[src/rtl/pipe_pkg.sv]
// Shared pipeline definitions: forwarding select codes, ALU op codes
// and default datapath widths.
package pipe_pkg;

   localparam int DEF_DATA_WIDTH = 32;
   localparam int DEF_REG_AW     = 5;

   localparam logic [1:0] FWD_REG = 2'b00;
   localparam logic [1:0] FWD_WB  = 2'b01;
   localparam logic [1:0] FWD_MEM = 2'b10;

   typedef enum logic [2:0] {
      ALU_AND = 3'b000,
      ALU_OR  = 3'b001,
      ALU_ADD = 3'b010,
      ALU_SUB = 3'b110,
      ALU_SLT = 3'b111
   } alu_op_e;

endpackage

[src/rtl/id_ex_operand_stage_if.sv]
// Decode-side inputs, forwarding sources and execute-side outputs
// of the ID/EX operand stage.
interface id_ex_operand_stage_if
   import pipe_pkg::*;
#(
   parameter int DATA_WIDTH = DEF_DATA_WIDTH,
   parameter int REG_AW     = DEF_REG_AW
);
   logic                  StallE;
   logic                  FlushE;
   logic [DATA_WIDTH-1:0] RD1D;
   logic [DATA_WIDTH-1:0] RD2D;
   logic [DATA_WIDTH-1:0] SignImmD;
   logic [REG_AW-1:0]     RsD;
   logic [REG_AW-1:0]     RtD;
   logic [REG_AW-1:0]     RdD;
   logic [2:0]            ALUControlD;
   logic                  ALUSrcD;
   logic                  RegDstD;
   logic                  RegWriteD;
   logic                  MemtoRegD;
   logic                  MemWriteD;
   logic [1:0]            ForwardAE;
   logic [1:0]            ForwardBE;
   logic [DATA_WIDTH-1:0] ALUOutM;
   logic [DATA_WIDTH-1:0] ResultW;

   logic [DATA_WIDTH-1:0] SrcAE;
   logic [DATA_WIDTH-1:0] SrcBE;
   logic [2:0]            ALUControlE;
   logic [DATA_WIDTH-1:0] WriteDataE;
   logic [REG_AW-1:0]     WriteRegE;
   logic [REG_AW-1:0]     RsE;
   logic [REG_AW-1:0]     RtE;
   logic                  RegWriteE;
   logic                  MemtoRegE;
   logic                  MemWriteE;
   logic                  ValidE;

   modport master (
      output StallE, FlushE, RD1D, RD2D, SignImmD,
             RsD, RtD, RdD, ALUControlD, ALUSrcD, RegDstD,
             RegWriteD, MemtoRegD, MemWriteD,
             ForwardAE, ForwardBE, ALUOutM, ResultW,
      input  SrcAE, SrcBE, ALUControlE, WriteDataE,
             WriteRegE, RsE, RtE,
             RegWriteE, MemtoRegE, MemWriteE, ValidE
   );

   modport slave (
      input  StallE, FlushE, RD1D, RD2D, SignImmD,
             RsD, RtD, RdD, ALUControlD, ALUSrcD, RegDstD,
             RegWriteD, MemtoRegD, MemWriteD,
             ForwardAE, ForwardBE, ALUOutM, ResultW,
      output SrcAE, SrcBE, ALUControlE, WriteDataE,
             WriteRegE, RsE, RtE,
             RegWriteE, MemtoRegE, MemWriteE, ValidE
   );

endinterface

[src/rtl/fwd_mux3.sv]
// 3:1 operand forwarding mux; any unknown select falls back to the
// register-file value.
module fwd_mux3
   import pipe_pkg::*;
#(
   parameter int W = DEF_DATA_WIDTH
) (
   input  logic [1:0]   sel_i,
   input  logic [W-1:0] reg_i,
   input  logic [W-1:0] wb_i,
   input  logic [W-1:0] mem_i,
   output logic [W-1:0] y_o
);

   always_comb begin
      y_o = reg_i;
      unique case (1'b1)
         (sel_i == FWD_WB):  y_o = wb_i;
         (sel_i == FWD_MEM): y_o = mem_i;
         default:            y_o = reg_i;
      endcase
   end

endmodule

[src/rtl/id_ex_operand_stage.sv]
// ID/EX register with forwarding and immediate mux feeding the ALU.
// Define EXE_FORWARD_EN to enable the ResultW/ALUOutM forwarding paths.
module id_ex_operand_stage
   import pipe_pkg::*;
#(
   parameter int DATA_WIDTH = DEF_DATA_WIDTH,
   parameter int REG_AW     = DEF_REG_AW
) (
   input logic                  clock,
   input logic                  reset_n,
   id_ex_operand_stage_if.slave bus
);

   typedef struct packed {
      logic [DATA_WIDTH-1:0] rd1;
      logic [DATA_WIDTH-1:0] rd2;
      logic [DATA_WIDTH-1:0] imm;
      logic [REG_AW-1:0]     rs;
      logic [REG_AW-1:0]     rt;
      logic [REG_AW-1:0]     rd;
      logic [2:0]            alu;
      logic                  alu_src;
      logic                  reg_dst;
      logic                  reg_write;
      logic                  mem_to_reg;
      logic                  mem_write;
      logic                  valid;
   } id_ex_t;

   id_ex_t ex_q, ex_d;

   logic [1:0]            sel_a, sel_b;
   logic [DATA_WIDTH-1:0] wb_v, mem_v;
   logic [DATA_WIDTH-1:0] src_a, wdata;

   always_comb begin
      ex_d = ex_q;
      if (bus.FlushE) begin
         ex_d = '0;
      end else if (!bus.StallE) begin
         ex_d.rd1        = bus.RD1D;
         ex_d.rd2        = bus.RD2D;
         ex_d.imm        = bus.SignImmD;
         ex_d.rs         = bus.RsD;
         ex_d.rt         = bus.RtD;
         ex_d.rd         = bus.RdD;
         ex_d.alu        = bus.ALUControlD;
         ex_d.alu_src    = bus.ALUSrcD;
         ex_d.reg_dst    = bus.RegDstD;
         ex_d.reg_write  = bus.RegWriteD;
         ex_d.mem_to_reg = bus.MemtoRegD;
         ex_d.mem_write  = bus.MemWriteD;
         ex_d.valid      = 1'b1;
      end
   end

   always_ff @(posedge clock) begin
      if (!reset_n) ex_q <= '0;
      else          ex_q <= ex_d;
   end

`ifdef EXE_FORWARD_EN
   assign sel_a = bus.ForwardAE;
   assign sel_b = bus.ForwardBE;
   assign wb_v  = bus.ResultW;
   assign mem_v = bus.ALUOutM;
`else
   // Hazard unit stalls instead; forwarding inputs are deliberately dead.
   assign sel_a = FWD_REG;
   assign sel_b = FWD_REG;
   assign wb_v  = '0;
   assign mem_v = '0;
   wire unused_fwd = ^{bus.ForwardAE, bus.ForwardBE,
                       bus.ResultW, bus.ALUOutM};
`endif

   fwd_mux3 #(.W(DATA_WIDTH)) u_fwd_a (
      .sel_i (sel_a),
      .reg_i (ex_q.rd1),
      .wb_i  (wb_v),
      .mem_i (mem_v),
      .y_o   (src_a)
   );

   fwd_mux3 #(.W(DATA_WIDTH)) u_fwd_b (
      .sel_i (sel_b),
      .reg_i (ex_q.rd2),
      .wb_i  (wb_v),
      .mem_i (mem_v),
      .y_o   (wdata)
   );

   assign bus.SrcAE       = src_a;
   assign bus.WriteDataE  = wdata;
   assign bus.SrcBE       = ex_q.alu_src ? ex_q.imm : wdata;
   assign bus.ALUControlE = ex_q.alu;
   assign bus.WriteRegE   = ex_q.reg_dst ? ex_q.rd : ex_q.rt;
   assign bus.RsE         = ex_q.rs;
   assign bus.RtE         = ex_q.rt;
   assign bus.RegWriteE   = ex_q.reg_write;
   assign bus.MemtoRegE   = ex_q.mem_to_reg;
   assign bus.MemWriteE   = ex_q.mem_write;
   assign bus.ValidE      = ex_q.valid;

endmodule

[src/flat_wrapper.sv]
// flat-port wrapper written by rule: the top's interface ports become plain ports
module id_ex_operand_stage_flat import pipe_pkg::*;
#(
   parameter int DATA_WIDTH = DEF_DATA_WIDTH,
   parameter int REG_AW     = DEF_REG_AW
)
  (clock, reset_n, bus_StallE, bus_FlushE, bus_RD1D, bus_RD2D, bus_SignImmD, bus_RsD, bus_RtD, bus_RdD, bus_ALUControlD, bus_ALUSrcD, bus_RegDstD, bus_RegWriteD, bus_MemtoRegD, bus_MemWriteD, bus_ForwardAE, bus_ForwardBE, bus_ALUOutM, bus_ResultW, bus_SrcAE, bus_SrcBE, bus_ALUControlE, bus_WriteDataE, bus_WriteRegE, bus_RsE, bus_RtE, bus_RegWriteE, bus_MemtoRegE, bus_MemWriteE, bus_ValidE);
  id_ex_operand_stage_if #(.DATA_WIDTH(DATA_WIDTH), .REG_AW(REG_AW)) bus_i ();
  input logic clock;
  input logic reset_n;
  input wire logic [$bits(bus_i.StallE)-1:0] bus_StallE;
  input wire logic [$bits(bus_i.FlushE)-1:0] bus_FlushE;
  input wire logic [$bits(bus_i.RD1D)-1:0] bus_RD1D;
  input wire logic [$bits(bus_i.RD2D)-1:0] bus_RD2D;
  input wire logic [$bits(bus_i.SignImmD)-1:0] bus_SignImmD;
  input wire logic [$bits(bus_i.RsD)-1:0] bus_RsD;
  input wire logic [$bits(bus_i.RtD)-1:0] bus_RtD;
  input wire logic [$bits(bus_i.RdD)-1:0] bus_RdD;
  input wire logic [$bits(bus_i.ALUControlD)-1:0] bus_ALUControlD;
  input wire logic [$bits(bus_i.ALUSrcD)-1:0] bus_ALUSrcD;
  input wire logic [$bits(bus_i.RegDstD)-1:0] bus_RegDstD;
  input wire logic [$bits(bus_i.RegWriteD)-1:0] bus_RegWriteD;
  input wire logic [$bits(bus_i.MemtoRegD)-1:0] bus_MemtoRegD;
  input wire logic [$bits(bus_i.MemWriteD)-1:0] bus_MemWriteD;
  input wire logic [$bits(bus_i.ForwardAE)-1:0] bus_ForwardAE;
  input wire logic [$bits(bus_i.ForwardBE)-1:0] bus_ForwardBE;
  input wire logic [$bits(bus_i.ALUOutM)-1:0] bus_ALUOutM;
  input wire logic [$bits(bus_i.ResultW)-1:0] bus_ResultW;
  output wire logic [$bits(bus_i.SrcAE)-1:0] bus_SrcAE;
  output wire logic [$bits(bus_i.SrcBE)-1:0] bus_SrcBE;
  output wire logic [$bits(bus_i.ALUControlE)-1:0] bus_ALUControlE;
  output wire logic [$bits(bus_i.WriteDataE)-1:0] bus_WriteDataE;
  output wire logic [$bits(bus_i.WriteRegE)-1:0] bus_WriteRegE;
  output wire logic [$bits(bus_i.RsE)-1:0] bus_RsE;
  output wire logic [$bits(bus_i.RtE)-1:0] bus_RtE;
  output wire logic [$bits(bus_i.RegWriteE)-1:0] bus_RegWriteE;
  output wire logic [$bits(bus_i.MemtoRegE)-1:0] bus_MemtoRegE;
  output wire logic [$bits(bus_i.MemWriteE)-1:0] bus_MemWriteE;
  output wire logic [$bits(bus_i.ValidE)-1:0] bus_ValidE;
  assign bus_i.StallE = bus_StallE;
  assign bus_i.FlushE = bus_FlushE;
  assign bus_i.RD1D = bus_RD1D;
  assign bus_i.RD2D = bus_RD2D;
  assign bus_i.SignImmD = bus_SignImmD;
  assign bus_i.RsD = bus_RsD;
  assign bus_i.RtD = bus_RtD;
  assign bus_i.RdD = bus_RdD;
  assign bus_i.ALUControlD = bus_ALUControlD;
  assign bus_i.ALUSrcD = bus_ALUSrcD;
  assign bus_i.RegDstD = bus_RegDstD;
  assign bus_i.RegWriteD = bus_RegWriteD;
  assign bus_i.MemtoRegD = bus_MemtoRegD;
  assign bus_i.MemWriteD = bus_MemWriteD;
  assign bus_i.ForwardAE = bus_ForwardAE;
  assign bus_i.ForwardBE = bus_ForwardBE;
  assign bus_i.ALUOutM = bus_ALUOutM;
  assign bus_i.ResultW = bus_ResultW;
  assign bus_SrcAE = bus_i.SrcAE;
  assign bus_SrcBE = bus_i.SrcBE;
  assign bus_ALUControlE = bus_i.ALUControlE;
  assign bus_WriteDataE = bus_i.WriteDataE;
  assign bus_WriteRegE = bus_i.WriteRegE;
  assign bus_RsE = bus_i.RsE;
  assign bus_RtE = bus_i.RtE;
  assign bus_RegWriteE = bus_i.RegWriteE;
  assign bus_MemtoRegE = bus_i.MemtoRegE;
  assign bus_MemWriteE = bus_i.MemWriteE;
  assign bus_ValidE = bus_i.ValidE;
  id_ex_operand_stage #(.DATA_WIDTH(DATA_WIDTH), .REG_AW(REG_AW)) u_core (.clock(clock), .reset_n(reset_n), .bus(bus_i));
endmodule
[config.mk]
export PLATFORM = sky130hd
export DESIGN_NAME = id_ex_operand_stage_flat
export DESIGN_NICKNAME = d
export VERILOG_FILES = /design/src/rtl/pipe_pkg.sv /design/src/rtl/id_ex_operand_stage_if.sv /design/src/rtl/fwd_mux3.sv /design/src/rtl/id_ex_operand_stage.sv /design/src/flat_wrapper.sv
export SDC_FILE = /design/constraint.sdc
export NUM_CORES = 1
export LEC_CHECK = 0
export ABC_AREA = 1
export CELL_PAD_IN_SITES_DETAIL_PLACEMENT = 0
export CELL_PAD_IN_SITES_GLOBAL_PLACEMENT = 2
export CORE_AREA = 3 3 172 132
export DETAILED_ROUTE_END_ITERATION = 16
export DIE_AREA = 0 0 175 135
export DONT_BUFFER_PORTS = 1
export PLACE_DENSITY_LB_ADDON = 0.1
export SLEW_MARGIN = 15
export SYNTH_ARGS = -nofsm -noshare
export SYNTH_HDL_FRONTEND = slang
export SYNTH_HIERARCHICAL = 1
export SYNTH_SLANG_ARGS = --single-unit
export TNS_END_PERCENT = 1
[constraint.sdc]
create_clock -name clock -period 1.72 [get_ports clock]
set_input_delay 0.172 -clock clock [delete_from_list [all_inputs] [get_ports clock]]
set_output_delay 0.172 -clock clock [all_outputs]
set_load 0.03 [all_outputs]
==> run metrics <==
distinct cell type count after synthesis 13; share of Yosys cell area claimed by the top area cell type 0.379; clock-pin slew reported for the worst setup and hold paths after clock tree synthesis 0.07 ns; cell seen most often among critical-path stages sky130_fd_sc_hd__dlygate4sd3_1; fraction of the yosys area taken by sequential cells 0.367; die span in y 135 um; average footprint of a synthesized cell 6.09 sq um; Die Wd 175 um; router iterations before antenna repair 5; number of standard cells after synthesis 1,074; effective utilization at floorplan 0.310; slowest cell on the critical path sky130_fd_sc_hd__dlygate4sd3_1; CP Data Arrival Time 2.03 ns; number of buffers on the longest clock path 2; pin count of the biggest net entering global routing 71; TritonCTS clock tree built; Largest delay share family, worst path buffers and inverters; Site Rows 46; sort of element at the start of the critical path flip-flop; critical path required time 2.07 ns; Critical R2R Capture u_core/ex_q[112]$_SDFFE_PP0N_; post-DR vias/cell 4.19; kind of end point of the critical path flip-flop; via total after detailed routing 7,123; antenna violations before repair 0; sum of overflow across all layers after global routing 0; Achievable Freq 595 MHz; cell depth of the worst flop-to-flop path 4; Iter 0 DRT Violations 371; vias in the first global route 6,918; area added between synthesis and finish 50.1%; post-synthesis cell area 6540 sq um; mean routed wirelength per cell 13.2 um; top cells by area in the synthesized netlist sky130_fd_sc_hd__nand2_1 38%, sky130_fd_sc_hd__dfxtp_1 37%, sky130_fd_sc_hd__a21oi_1 9.1%; Worst R2R Start u_core/ex_q[112]$_SDFFE_PP0N_; Worst Hold Path EP u_core/ex_q[102]$_SDFFE_PP0N_; highest cell delay on the worst timing path 0.56 ns; dpl hpwl 13,200 um; flop2flop setup slack 0.04 ns; MaxCap Viol Count 0; Die Footprint 23,600 sq um; Worst Hold Path Cells 3; final number of setup-violating endpoints 0; leading area contributor after synthesis sky130_fd_sc_hd__nand2_1; clock period minus worst slack 1.68 ns; I/O pins 309; Final Cell Area 9820 sq um; clock network latency to the later pin of the worst-skew pair 0.41 ns; start point of the critical path u_core/ex_q[112]$_SDFFE_PP0N_; total count of max-transition violations in the final report 0; start-to-end type of the worst setup path flip-flop to flip-flop; count of H-tree levels built during CTS 4; global-route wire length before repair 36,100 um; worst vdd ir 0.414 mV; CTS sink cnt 120; core box area 21,100 sq um; cell area after placement 7390 sq um; hold_ws 0.0903 ns; share of post-route cells with drive strength above 1 0.0836; min-delay src bus_StallE; total CTS buffers 17; last weighted congestion value of the routability-driven placer 0.723; commonest cells after routing, fill and taps aside 656 x sky130_fd_sc_hd__nand2_1, 182 x sky130_fd_sc_hd__dlygate4sd3_1, 136 x sky130_fd_sc_hd__conb_1; path type of the worst min-delay path input pin to flip-flop; detailed-route DRC error count 0; number of hold-slack violations in the final timing report 0; total of flip-flops plus latches after synthesis 120; Static Leak 4.66 nW; final period utilization 0.978; root cell of the clock tree sky130_fd_sc_hd__clkbuf_16; post-CTS repair timing setup buffer count 0; result of the run completed; number of nets in the final layout 1,594; Overall Global Routing Usage 0.189; n_diodes 0; cells traversed along the worst timing path nand2_1, dlygate4sd3_1, a21oi_1, dlygate4sd3_1; leading cell type in the layout, fill and taps excluded sky130_fd_sc_hd__nand2_1; DRT antenna net count 0; Synth warnings 6; power density of the placed cells 820 nW/um^2; critical path fanouts, max 2; number of I/O port buffers 0; final worst clock skew 0 ns; wire length after detailed routing 22,400 um; crit path buf inv count 2
[cells in the mapped netlist, drive strengths merged]
cell,count
inv,45
ha,4
nor2,2
conb,1
o21ai,37
a21oi,119
clkbuf,5
nand2,660
buf,81
dfxtp,120
[tightest hold or removal path, stage by stage]
cell,delay [ns]
sky130_fd_sc_hd__inv_4,0.11
sky130_fd_sc_hd__nand2_1,0.09
sky130_fd_sc_hd__a21oi_1,0.05
[cell type report]
type	count	area (sq um)
inverter	45	171
sequential	120	2410
fill	2290	11200
tap	288	360
timing repair buffer	257	2470
multi-input combinational	958	3840
clock buffer	17	425
clock inverter	15	140
[sequential cells by signal, summed over array words and instances (netlist names)]
name                    cells
u_core/bus.ALUControlE      3
u_core/bus.RsE              5
u_core/bus.RegWriteE        1
u_core/ex_q               103
u_core/bus.ValidE           1
u_core/bus.MemtoRegE        1
u_core/bus.RtE              5
u_core/bus.MemWriteE        1
[metrics by stage]
stage          total power [mW]   util  cells  setup slack, ns  setup TNS, ns
4_1_cts                    8.08  0.465   1700           0.0287              0
3_3_place_gp               4.25  0.351   1485            0.528              0
3_5_place_dp               4.26  0.351   1485            0.523              0
5_1_grt                    8.49  0.466   1700         -0.00447       -0.00447
6_report                   8.05  0.466   1700           0.0382              0
2_1_floorplan              4.09      -   1209            0.208              0
[logic make-up (layout without fill, tap and decap cells)]
kind of cell / after synthesis / after routing / synth area share
fa+ha+maj: 4 / 4 / 0.00765
compound gates: 156 / 156 / 0.119
other cells: 1 / 136 / 0.000573
flops: 120 / 120 / 0.367
buf+inv: 131 / 334 / 0.125
simple gates: 662 / 662 / 0.380
[what timing repair did]
action / in CTS / in global routing
endpoints found under the hold margin: 119 / 0
gates resized for setup: 0 / 6
endpoints found under the setup margin: 0 / 5
hold buffers: 183 / 0
[power by group]
part	switching, mW	internal, mW
combinational	1.07	0.600
clock	1.43	2.01
sequential	0.0670	2.87
total	2.57	5.48
[worst max path at each step]
stage | slack (ns) | depth (start not counted) | to
after floorplan | 0.21 | 4 | bus_SrcBE[0]
after detailed placement | 0.52 | 5 | bus_SrcBE[16]
final | 0.04 | 4 | u_core/ex_q[112]$_SDFFE_PP0N_
after global placement | 0.53 | 5 | bus_SrcBE[16]
after CTS | 0.03 | 4 | u_core/ex_q[112]$_SDFFE_PP0N_
after global routing | -0.004 | 4 | u_core/ex_q[12]$_SDFFE_PP0N_
[layer usage]
layer / up-vias / part of all wire / GRT usage
met2: 192 / 0.43 / 0.301
met4: 0 / 0.0093 / 0.0465
met1: 3123 / 0.49 / 0.257
li1: 3796 / - / -
met5: - / 0 / 0
met3: 12 / 0.064 / 0.0509
Power figures use the tool's default switching activity.
